`config.mk`:
```
export PLATFORM = sky130hd
export DESIGN_NAME = audio_i2s_tx
export DESIGN_NICKNAME = d
export VERILOG_FILES = /design/src/rtl/audio_i2s_tx.sv
export SDC_FILE = /design/constraint.sdc
export NUM_CORES = 1
export LEC_CHECK = 0
export ABC_AREA = 1
export CORE_ASPECT_RATIO = 0.5
export CORE_MARGIN = 5
export CORE_UTILIZATION = 30
export CTS_CLUSTER_SIZE = 8
export DETAILED_ROUTE_END_ITERATION = 7
export SYNTH_ARGS = -nofsm -noshare
export SYNTH_HDL_FRONTEND = slang
export SYNTH_SLANG_ARGS = --single-unit
export TNS_END_PERCENT = 30
```
`constraint.sdc`:
```
create_clock -name clk -period 3.4 [get_ports clk]
set_clock_uncertainty 0.15 [all_clocks]
set_input_delay 0.85 -clock clk [delete_from_list [all_inputs] [get_ports clk]]
set_output_delay 0.85 -clock clk [all_outputs]
set_load 0.005 [all_outputs]
```
`src/rtl/audio_i2s_tx.sv`:
```
// Stereo I2S transmitter: a small pair FIFO feeds a standard I2S serializer.
// BCLK/LRCLK are derived from clk; an empty FIFO at frame start repeats the last pair.
module audio_i2s_tx #(
  parameter int IW       = 16,
  parameter int BCLK_DIV = 19,
  parameter int DEPTH    = 4
) (
  input  logic                     clk,
  input  logic                     reset_n,
  input  logic                     in_valid,
  output logic                     in_ready,
  input  logic [IW-1:0]            snd_l_in,
  input  logic [IW-1:0]            snd_r_in,
  output logic [$clog2(DEPTH):0]   level,
  output logic                     underrun,
  output logic                     i2s_bclk,
  output logic                     i2s_lrclk,
  output logic                     i2s_sdata
);

  localparam int AW = $clog2(DEPTH);
  localparam int TW = $clog2(BCLK_DIV);
  localparam int SW = $clog2(2 * IW);

  localparam logic [TW-1:0] TICK_LAST  = TW'(BCLK_DIV - 1);
  localparam logic [SW-1:0] SLOT_LAST  = SW'(2 * IW - 1);
  localparam logic [SW-1:0] SLOT_RIGHT = SW'(IW);
  localparam logic [AW:0]   FULL_LEVEL = (AW + 1)'(DEPTH);

  logic [2*IW-1:0] mem [DEPTH];

  logic [TW-1:0]   tick_reg;
  logic [SW-1:0]   slot_reg;
  logic [AW:0]     wr_ptr_reg;
  logic [AW:0]     rd_ptr_reg;
  logic [2*IW-1:0] pair_reg;

  logic            tick_wrap;
  logic            fall;
  logic            frame_start;
  logic            empty;
  logic            push;
  logic [SW-1:0]   slot_next;
  logic [2*IW-1:0] slot_bits;

  assign tick_wrap   = (tick_reg == TICK_LAST);
  assign fall        = tick_wrap && i2s_bclk;
  assign slot_next   = (slot_reg == SLOT_LAST) ? '0 : slot_reg + 1'b1;
  assign frame_start = fall && (slot_next == '0);

  assign level    = wr_ptr_reg - rd_ptr_reg;
  assign empty    = (wr_ptr_reg == rd_ptr_reg);
  assign in_ready = (level != FULL_LEVEL);
  assign push     = in_valid && in_ready;

  // Bit carried in each slot, with pair_reg = {L, R}: slot s sends pair_reg[(2*IW - s) mod 2*IW].
  // Slot 0 therefore sends R[0] of the pair still held when that slot is entered.
  genvar gi;
  generate
    for (gi = 0; gi < 2 * IW; gi++) begin : g_slot_map
      assign slot_bits[gi] = pair_reg[(2 * IW - gi) % (2 * IW)];
    end
  endgenerate

  always_ff @(posedge clk) begin
    if (reset_n && push) begin
      mem[wr_ptr_reg[AW-1:0]] <= {snd_l_in, snd_r_in};
    end
  end

  always_ff @(posedge clk) begin
    if (!reset_n) begin
      tick_reg   <= '0;
      slot_reg   <= '0;
      wr_ptr_reg <= '0;
      rd_ptr_reg <= '0;
      pair_reg   <= '0;
      i2s_bclk   <= 1'b0;
      i2s_lrclk  <= 1'b0;
      i2s_sdata  <= 1'b0;
      underrun   <= 1'b0;
    end else begin
      tick_reg <= tick_wrap ? '0 : tick_reg + 1'b1;
      if (tick_wrap) begin
        i2s_bclk <= !i2s_bclk;
      end
      underrun <= frame_start && empty;
      if (push) begin
        wr_ptr_reg <= wr_ptr_reg + 1'b1;
      end
      if (fall) begin
        slot_reg  <= slot_next;
        i2s_lrclk <= (slot_next >= SLOT_RIGHT);
        i2s_sdata <= slot_bits[slot_next];
        // Pop reads the old rd pointer, so a same-cycle push is never seen by this pop.
        if (frame_start && !empty) begin
          pair_reg   <= mem[rd_ptr_reg[AW-1:0]];
          rd_ptr_reg <= rd_ptr_reg + 1'b1;
        end
      end
    end
  end

endmodule
```
# == Word level (Yosys, flattened, before mapping) ==
# Memories as Yosys holds them, arrays and structs flattened. A register that Yosys moved wholly into a read port is not among the register bits.
# Cells that the tools add are included.
# totals
ram_bits,128
romBits,0
mem_count,1
in_bits,35
output_inout_bits,8
ff_bits,20
latch_bits,0
wordCells,38
# memory_table
name,depth,width,rd,rd_ports_with_merged_regs,wr,line_no,text
mem,4,32,1,1,1,30,logic [2*IW-1:0] mem [DEPTH];
# op_classes
n_div,0
bitwise_logic,1
n_mul,0
n_mux,5
n_reduce_logical,12
shift,0
eq_ne,4
n_lt_le_gt_ge,2
addsub,5
# op_table
operator,count
$add 5x1->5 const B,2
$eq 5x5->1 const B,2
$add 3x1->3 const B,2
$logic_and 1x1->1,6
$lt 5x6->1 const B,1
$bmux 1 s5,1
$ge 5x5->1 const B,1
$logic_not 5->1,1
$mux 5,1
$eq 3x3->1,1
$logic_not 1->1,3
$mux 1,3
$ne 3x3->1 const B,1
$sub 3x3->3,1
$reduce_and 2->1,1
$reduce_or 2->1,1
$not 1->1,1

# == Longest topological paths before layout ==
# Gate-level depths: netlist of the first run.
# logic_depth
depth_word,6
ltp_mapped,16
mapped_depth_nobuf,15

# == Worst setup path after synthesis of the first run ==
# Ideal clock, no wire load.
# synth_path
path_type,reg2reg
from,reg wr_ptr_reg[0]
to,"mem mem[0][0] (netlist bit), enable pin"
t_arrival_ps,2988
path_stages_with_launch,11
required_ps,2829
setup_time_ps,421
synth_period_minus_slack_ps,3559
slack_ps,-159
path_cell_list,dfxtp_1 > inv_1 > ha_1 > fa_1 > xor2_1 > inv_1 > nand3_1 > nand2_1 > inv_1 > nand2_1 > nor2_1
# synth_between
elab_chain_cells,6
# synth_lines
element,line_no,text
from (decl),34,logic [AW:0] wr_ptr_reg;
from (signal assigned),89,wr_ptr_reg <= wr_ptr_reg + 1'b1;
$sub 3x3->3,51,assign level = wr_ptr_reg - rd_ptr_reg;
via level[2],14,"output logic [$clog2(DEPTH):0] level,"
$ne 3x3->1,53,assign in_ready = (level != FULL_LEVEL);
via in_ready,11,"output logic in_ready,"
$logic_and 1x1->1,54,assign push = in_valid && in_ready;
$logic_and 1x1->1,66,if (reset_n && push) begin
$mux 1,66,
$mux 1 (not written as such),67,"mem[wr_ptr_reg[AW-1:0]] <= {snd_l_in, snd_r_in};"
to (decl),30,
# The timed path passes the listed nets, and every way through them passes these cells.

# == Final worst setup path of the first run ==
# layout_path
from,reg wr_ptr_reg[0]
to,out in_ready
# layout_between
elab_chain_cells,2
# layout_lines
element,line_no
$sub 3x3->3,51
$ne 3x3->1,53
to (decl),11
# Every way passes these cells.

==> results of run 1 <==
==> per-stage QoR <==
step                      setup WS [ns]  setup TNS (ns)  std cells  power, uW  utilization, %
after floorplan                 -0.1593          -20.40        655       2520               -
after CTS                       0.01490               0       1024       4427           36.00
after detailed placement         0.4826               0        992       2621           33.69
after global placement           0.5222               0        992       2616           33.69
after global routing         0.00002220               0       1024       4537           36.00
final                           0.09658               0       1024       4382           36.00
==> synthesized netlist by cell type <==
library cell / count
nand4_1: 2
nand3_1: 36
or2_2: 3
a21oi_1: 38
o21ai_0: 96
edfxtp_1: 128
buf_2: 9
nand3_2: 2
nand2_4: 1
fa_1: 1
inv_2: 4
xor2_1: 3
dfxtp_1: 52
inv_1: 53
a21oi_2: 4
o21ai_1: 4
nor3_2: 1
clkbuf_1: 22
xnor2_1: 2
nor3_1: 1
nor2_1: 86
ha_1: 11
o22ai_1: 34
nand2_1: 58
buf_6: 4
==> per-layer routing <==
| layer | share of wire [%] | global-route usage [%] | vias to the layer above |
|---|---|---|---|
| met5 | 0.10 | 0 | - |
| met4 | 1.1 | 3.490 | 2 |
| met3 | 5.0 | 3.002 | 17 |
| met2 | 46 | 17.75 | 77 |
| met1 | 48 | 14.78 | 2212 |
| li1 | - | - | 2372 |
==> area by class of cell <==
type	count	area share [%]
Clock buffer	18	5.004
Clock inverter	14	1.415
Inverter	57	2.495
Multi-Input combinational cell	383	22.71
Sequential cell	180	56.98
Tap cell	315	4.595
Timing Repair Buffer	57	6.798
==> worst max path at each step <==
stage	start	end	slack, ns
3_5_place_dp	wr_ptr_reg[0]$_SDFFE_PN0P_	in_ready	0.48
2_1_floorplan	wr_ptr_reg[0]$_SDFFE_PN0P_	mem[0][0]$_DFFE_PP_	-0.16
4_1_cts	wr_ptr_reg[0]$_SDFFE_PN0P_	in_ready	0.01
3_3_place_gp	wr_ptr_reg[0]$_SDFFE_PN0P_	in_ready	0.52
5_1_grt	wr_ptr_reg[0]$_SDFFE_PN0P_	in_ready	0.00002
6_report	wr_ptr_reg[0]$_SDFFE_PN0P_	in_ready	0.1
==> worst min-delay path, stage by stage (launching register included) <==
cell and delay, ns:
dfxtp_1 0.31, inv_1 0.05, a21oi_1 0.05
==> logic make-up after synthesis <==
kind of cell | Yosys count | share of synthesized area [%]
adders and majority gates | 12 | 2.187
and+or+nand+nor | 190 | 11.07
buffers and inverters | 92 | 5.363
AOI/OAI and AO/OA | 176 | 13.02
xor gates and xnor gates | 5 | 0.6075
DFF | 180 | 67.75
==> power by group <==
part | leakage, uW | internal (uW) | switching, uW
sequential | 0.00158 | 2390 | 12.7
clock | 0.000270 | 959 | 853
combinational | 0.00112 | 71.5 | 92.8
total | 0.00297 | 3420 | 958
==> impl_metrics.py, run 1 <==
metrics = {
    "critical_path": {
        "regToRegEndpoint": "pair_reg[4]$_SDFFE_PN0P_",
        "cp_top_family": "buffers and inverters",
        "cp_cell_sequence": "inv_1, ha_1, fa_1, xor2_1, inv_1, nand3_1, clkdlybuf4s50_1",
        "path_common_cell": "inv_1",
        "path_depth": 7,
        "critPathMaxFanout": 4,
        "reg2reg_depth": 13,
        "start_kind": "flip-flop",
        "cp.arrival_ns": 2.30,
        "critPathMaxStageDelay_ns": 0.52,
        "slowest_stage": "clkdlybuf4s50_1",
        "crit_buf_inv": 3,
        "rrSetupSlack_ns": 0.69,
        "r2r_start": "slot_reg[0]$_SDFFE_PN0P_",
        "worstPathRequired_ns": 2.40,
        "worstSetupPathType": "reg -> out",
        "end_kind": "output pin",
    },
    "placed_design": {
        "dp_hpwl_um": 9020,
        "place_congestion": 0.7752,
        "port_buffers": 42,
        "place_area_mm2": 0.008025,
    },
    "global_routing": {
        "grt_pass1_vias": 4594,
        "grt_overflow": 0,
        "grt_pass1_wl_um": 24280,
        "antenna_found_initial": 1,
        "grt_start_max_net_pins": 67,
        "track_usage_pct": 11.09,
    },
    "timing": {
        "worstMarginPinSlew_ns": 0.6919,
        "slew_headroom_pct": 53.87,
        "period_needed_ns": 3.303,
        "hold-worst-slack_ns": 0.2996,
        "fmax_ghz": 0.3027,
        "setup_viol": 0,
        "maxSlewViolCount": 0,
        "rsz0062_at_grt": "false",
        "hold_violations": 0,
        "period_share_pct": 97.16,
    },
    "synth": {
        "synth_area_leaders": "edfxtp_1 53%, dfxtp_1 14%, o21ai_0 6.7%, nor2_1 4.5%, nand2_1 3.0%",
        "synthesis.instances": 655,
        "netlist.top_cell.by_area": "edfxtp_1",
        "yosysTopAreaCellShare_pct": 53.31,
        "avgSynthCellArea_um2": 11.01,
        "yosysWarnings": 0,
        "ys_seq_elements": 180,
        "syn_nets": 702,
        "synth_area_mm2": 0.007209,
        "ys_types": 25,
        "yosysSeqAreaShare_pct": 67.75,
    },
    "layout": {
        "areaGrowthSynthToFinish_pct": 18.97,
        "diodes": 0,
        "layout_common_cells": "128 x edfxtp_1, 96 x o21ai_0, 82 x nor2_1",
        "multi_input_area_mm2": 0.001948,
        "nNetsFinal": 743,
        "fillers": 2346,
        "drive_gt1_share_pct": 9.309,
        "largest_reg_flops": 128,
        "seq_area_mm2": 0.004887,
        "final_common_cell": "edfxtp_1",
        "fin_area_mm2": 0.008577,
    },
    "outcome": {
        "status": "finished clean",
    },
    "routing": {
        "drtPass1Iterations": 4,
        "drt_iter0_markers": 293,
        "routedWlPerCell_um": 14.60,
        "viasPerCell": 4.570,
        "ant_nets": 0,
        "routed_wl_um": 14950,
        "drc_errors": 0,
        "vias": 4680,
    },
    "pwr": {
        "p_leak_uw": 0.002971,
        "max-vdd-ir-drop_mv": 0.3196,
        "cellPowerDensity_mw_per_mm2": 510.9,
    },
    "hold_path": {
        "hold_class": "reg -> reg",
        "hold_depth": 2,
        "worstHoldStart": "i2s_lrclk$_SDFFE_PN0P_",
        "min_to": "i2s_lrclk$_SDFFE_PN0P_",
    },
    "cts": {
        "hold_buffers": 0,
        "ctsHtreeMaxLevel": 4,
        "ctsResizeCount": 0,
        "clk_path_buf_depth": 2,
        "clock_sinks": 180,
        "path_clk_slew_ns": 0.06,
        "cts_buffers": 17,
        "post_cts_buffers": 0,
        "clock_latency_ns": 0.43,
        "root_buffer": "clkbuf_16",
        "cts_tree": "built",
    },
    "die": {
        "start_util_pct": 30.26,
        "die_y_um": 119.6,
        "rows": 40,
        "ios": 43,
        "die_width_um": 229.2,
        "core_area_mm2": 0.02382,
        "dieArea_mm2": 0.02742,
    },
    "job": {
        "drv_cap": 0,
    },
}
No activity file was read; power rests on OpenSTA's default activity.
==> run 2: changes to the inputs <==
CORE_ASPECT_RATIO = 1.1   (was 0.5)
CORE_UTILIZATION = 53   (was 30)
PLACE_DENSITY = 0.75   (was not set)
==> run 2 against run 1 <==
Utilization grew 28 points. Clock power grew 13%. Combinational power is essentially flat. Via count grew 6.7%. Highest routed layer is now met4.
==> impl_metrics.py, run 2 (synthesis gave the netlist of run 1 again) <==
metrics = {
    "critical_path": {
        "worstSetupPathType": "reg -> out",
        "reg2reg_depth": 11,
        "critPathMaxStageDelay_ns": 0.50,
        "cp_cell_sequence": "inv_1, ha_1, fa_1, xor2_1, inv_1, clkdlybuf4s50_1",
        "cp.arrival_ns": 2.21,
        "critPathMaxFanout": 4,
        "end_kind": "output pin",
        "worstPathRequired_ns": 2.40,
        "slowest_stage": "clkdlybuf4s50_1",
        "start_kind": "flip-flop",
        "path_common_cell": "inv_1",
    },
    "routing": {
        "routedWlPerCell_um": 16.49,
        "viasPerCell": 5.559,
        "routed_wl_um": 14810,
        "drtPass1Iterations": 5,
        "drc_errors": 0,
        "ant_nets": 0,
        "drt_iter0_markers": 411,
        "vias": 4992,
    },
    "timing": {
        "rsz0062_at_grt": "false",
        "setup_ws_ns": 0.1900,
        "period_share_pct": 94.41,
        "slew_headroom_pct": 54.38,
        "period_needed_ns": 3.210,
        "setup_viol": 0,
        "worstMarginPinSlew_ns": 0.6842,
        "maxSlewViolCount": 0,
        "hold_violations": 0,
        "fmax_ghz": 0.3115,
    },
    "pwr": {
        "intPower_uw": 3699,
        "p_clk_share_pct": 44.3,
        "combPwrFrac_pct": 3.5,
        "seqPwrFrac_pct": 52.2,
        "p_switching_uw": 920.1,
        "max-vdd-ir-drop_mv": 0.4117,
        "p_leak_uw": 0.003013,
        "power_uw": 4619,
        "switching_share_pct": 19.92,
        "cellPowerDensity_mw_per_mm2": 544.5,
    },
    "placed_design": {
        "place_congestion": 0.8863,
        "dp_hpwl_um": 9135,
        "port_buffers": 42,
        "place_worst_setup_slack_ns": 0.4566,
        "dp_cells": 866,
        "place_area_mm2": 0.007849,
    },
    "layout": {
        "drive_gt1_share_pct": 10.08,
        "fin_area_mm2": 0.008482,
        "largest_reg_flops": 128,
        "layout_common_cells": "128 x edfxtp_1, 96 x o21ai_0, 82 x nor2_1",
        "nNetsFinal": 748,
        "final_cells": 898,
        "final_common_cell": "edfxtp_1",
        "diodes": 0,
        "areaGrowthSynthToFinish_pct": 17.65,
        "final_util_pct": 63.93,
    },
    "cts": {
        "ctsHtreeMaxLevel": 4,
        "hold_buffers": 0,
        "clock_latency_ns": 0.43,
        "root_buffer": "clkbuf_16",
        "clk_path_buf_depth": 2,
        "path_clk_slew_ns": 0.06,
        "cts_buffers": 17,
        "clock_sinks": 180,
        "cts_tree": "built",
    },
    "hold_path": {
        "hold_class": "reg -> reg",
        "hold_depth": 2,
    },
    "global_routing": {
        "grt_overflow": 0,
        "grt_pass1_vias": 4921,
        "grt_pass1_wl_um": 24320,
        "grt_start_max_net_pins": 67,
        "track_usage_pct": 19.48,
        "antenna_found_initial": 0,
    },
    "job": {
        "drv_cap": 0,
    },
    "die": {
        "dieArea_mm2": 0.01604,
        "core_area_mm2": 0.01327,
        "start_util_pct": 54.34,
        "die_y_um": 132.3,
        "ios": 43,
        "die_width_um": 121.2,
        "rows": 44,
    },
    "outcome": {
        "status": "finished clean",
    },
}
==> run 2: cell type report <==
cell class,count,area [um2]
Clock buffer,17,425.4
Clock inverter,15,203.9
Fill cell,1012,4786
Inverter,57,214.0
Multi-Input combinational cell,383,1948
Sequential cell,180,4887
Tap cell,184,230.2
Timing Repair Buffer,62,573.1
==> run 2: metal layers <==
metal	share of wire (%)	vias to the layer above	GRT usage [%]
met5	0	-	0
met4	2.4	0	8.842
met3	4.3	30	3.820
met2	51	146	32.62
met1	42	2437	24.45
li1	-	2379	-
==> run 2: repair_timing <==
item / 4_1_cts / 5_1_grt
endpoints found under the hold margin: 0 / 0
setup buffers: 0 / 0
resized for setup: 1 / 1
setup endpoints to repair: 1 / 1
==> run 2: critical path: cells and delay by family (launching register included) <==
family / cells / cell delay, ns
flops: 1 / 0.36
buf+inv: 3 / 0.67
xor+xnor: 1 / 0.17
fa+ha+maj: 2 / 0.59
==> run 2: per-stage QoR <==
stage | hold WS [ns] | setup TNS, ns
final | 0.3075 | 0
after global routing | 0.3314 | 0
after CTS | 0.3079 | 0
after detailed placement | 0.2985 | 0
after global placement | 0.2874 | 0
after floorplan | 0.2797 | -20.40
==> run 2: final timing paths <==
| path | startpoint | to | slack [ns] |
|---|---|---|---|
| setup / recovery | wr_ptr_reg[0]$_SDFFE_PN0P_ | level[2] | 0.19 |
| hold / removal | pair_reg[14]$_SDFFE_PN0P_ | pair_reg[14]$_SDFFE_PN0P_ | 0.31 |
| setup reg to reg | wr_ptr_reg[0]$_SDFFE_PN0P_ | mem[2][23]$_DFFE_PP_ | 0.62 |
| hold reg to reg | pair_reg[14]$_SDFFE_PN0P_ | pair_reg[14]$_SDFFE_PN0P_ | 0.31 |
==> run 2: power by group through the flow <==
stage                     registers (uW)  logic [uW]  clock network [uW]
after global routing                2410         178                2180
after CTS                           2410         163                2070
after detailed placement            2460         162                   0
after floorplan                     2450        65.1                   0
final                               2410         161                2050
after global placement              2450         155                   0
==> run 3: changes to the inputs <==
CORE_MARGIN = 8   (was 5)
==> run 3 against run 2 <==
Clock power fell by 7%. Clock-buffer cell count grew 3. Critical path depth unchanged. Cell count fell by 0.11%. Routed wire length is 1.1% lower. Setup slack lost 0.019 ns. Maximum frequency fell by 0.59%. Power down 3.2%. Non-clock buffer count shrank 1. Die area up 9.7%.
==> impl_metrics.py, run 3 (synthesis gave the netlist of run 1 again) <==
metrics = {
    "layout": {
        "areaGrowthSynthToFinish_pct": 16.82,
        "final_common_cell": "edfxtp_1",
        "largest_reg_flops": 128,
        "layout_common_cells": "128 x edfxtp_1, 96 x o21ai_0, 82 x nor2_1",
        "nNetsFinal": 747,
        "fillers": 1028,
        "final_cells": 897,
        "drive_gt1_share_pct": 9.677,
        "diodes": 0,
    },
    "pwr": {
        "intPower_uw": 3564,
        "seqPwrFrac_pct": 53.9,
        "p_switching_uw": 907.5,
        "max-vdd-ir-drop_mv": 0.4095,
        "power_uw": 4471,
        "switching_share_pct": 20.30,
        "combPwrFrac_pct": 3.5,
        "p_leak_uw": 0.002981,
        "cellPowerDensity_mw_per_mm2": 530.9,
        "p_clk_share_pct": 42.6,
    },
    "critical_path": {
        "cp_top_family": "buffers and inverters",
        "critPathMaxStageDelay_ns": 0.50,
        "end_kind": "output pin",
        "cp_cell_sequence": "inv_1, ha_1, fa_1, xor2_1, inv_1, clkdlybuf4s50_1",
        "crit_buf_inv": 3,
        "slowest_stage": "clkdlybuf4s50_1",
        "worstSetupPathType": "reg -> out",
        "critPathMaxFanout": 4,
        "worstPathRequired_ns": 2.40,
        "cp.arrival_ns": 2.23,
        "path_common_cell": "inv_1",
        "start_kind": "flip-flop",
    },
    "timing": {
        "fmax_ghz": 0.3097,
        "finalSetupTns_ns": 0,
        "hold-worst-slack_ns": 0.2973,
        "maxSlewViolCount": 0,
        "worstMarginPinSlew_ns": 0.6735,
        "slew_headroom_pct": 55.10,
        "hold_violations": 0,
        "setup_ws_ns": 0.1708,
        "period_needed_ns": 3.229,
        "rsz0062_at_grt": "false",
        "setup_viol": 0,
        "period_share_pct": 94.98,
    },
    "cts": {
        "root_buffer": "clkbuf_16",
        "cts_buffers": 17,
        "clk_path_buf_depth": 2,
        "path_clk_slew_ns": 0.07,
        "clock_latency_ns": 0.43,
        "cts_tree": "built",
        "ctsHtreeMaxLevel": 4,
        "clock_sinks": 180,
    },
    "die": {
        "rows": 44,
        "ios": 43,
        "start_util_pct": 54.34,
        "core_area_mm2": 0.01327,
        "dieArea_mm2": 0.01759,
        "die_y_um": 138.3,
        "die_width_um": 127.2,
    },
    "routing": {
        "routed_wl_um": 14640,
        "vias": 4942,
        "ant_nets": 0,
        "drc_errors": 0,
        "drt_iter0_markers": 364,
        "viasPerCell": 5.509,
        "routedWlPerCell_um": 16.32,
        "drtPass1Iterations": 5,
    },
    "placed_design": {
        "place_congestion": 0.8930,
        "place_worst_setup_slack_ns": 0.4786,
        "dp_hpwl_um": 8858,
        "port_buffers": 42,
        "dp_cells": 865,
    },
    "global_routing": {
        "antenna_found_initial": 0,
        "grt_overflow": 0,
        "grt_pass1_wl_um": 23880,
        "grt_pass1_vias": 4826,
        "grt_start_max_net_pins": 67,
        "track_usage_pct": 17.31,
    },
    "job": {
        "drv_cap": 0,
    },
    "hold_path": {
        "hold_class": "reg -> reg",
    },
    "outcome": {
        "status": "finished clean",
    },
}
[run 3: power by group through the flow]
stage	Sequential [uW]	Clock [uW]	Combinational, uW
floorplan	2450	0	65.1
global placement	2450	0	153
detailed placement	2460	0	159
CTS	2410	1930	160
global route	2410	2020	176
finish	2410	1900	158
[run 3: stage by stage]
stage	util, %	cell area [um2]
2_1_floorplan	-	7209
3_3_place_gp	59.10	7841
3_5_place_dp	59.10	7841
4_1_cts	63.45	8418
5_1_grt	63.48	8422
6_report	63.48	8422
[run 3: worst reg2reg max path, cell delays in order, from the launching register on]
cell and delay [ns]:
dfxtp_2 0.36, inv_1 0.09, ha_1 0.22, fa_1 0.38
xor2_1 0.16, inv_1 0.06, nand3_1 0.09, nand2_1 0.11
inv_1 0.11, nand2_1 0.16, nor2_2 0.14, buf_4 0.37
[run 3: final timing paths]
| path | startpoint | to | slack (ns) | cells past startpoint |
|---|---|---|---|---|
| worst min-delay path | i2s_lrclk$_SDFFE_PN0P_ | i2s_lrclk$_SDFFE_PN0P_ | 0.30 | 2 |
| worst max register to register | wr_ptr_reg[0]$_SDFFE_PN0P_ | mem[3][0]$_DFFE_PP_ | 0.63 | 11 |
| worst max-delay path | wr_ptr_reg[0]$_SDFFE_PN0P_ | level[2] | 0.17 | 6 |
| worst min register to register | i2s_lrclk$_SDFFE_PN0P_ | i2s_lrclk$_SDFFE_PN0P_ | 0.30 | 2 |
[run 3: timing repair]
action | in CTS | in global routing
setup endpoints to repair | 0 | 2
setup buffers | 0 | 0
gates resized for setup | 0 | 2
hold buffers | 0 | 0
[run 3: layer usage]
layer	wire length [um]	vias to the layer above	GRT usage, %	share of wire (%)
met4	369	0	8.903	2.5
met5	0	-	0	0
met2	7392	133	28.90	51
li1	-	2386	-	-
met3	685	22	3.654	4.7
met1	6189	2401	20.64	42
[run 3: layout make-up]
| class | count | area (um2) | share of cell area, % |
|---|---|---|---|
| inverter | 57 | 214.0 | 2.540 |
| clock inverter | 12 | 130.1 | 1.545 |
| clock buffer | 20 | 446.7 | 5.304 |
| timing repair buffer | 61 | 565.5 | 6.715 |
| sequential | 180 | 4887 | 58.03 |
| tap | 184 | 230.2 | 2.734 |
| multi-input combinational | 383 | 1948 | 23.13 |
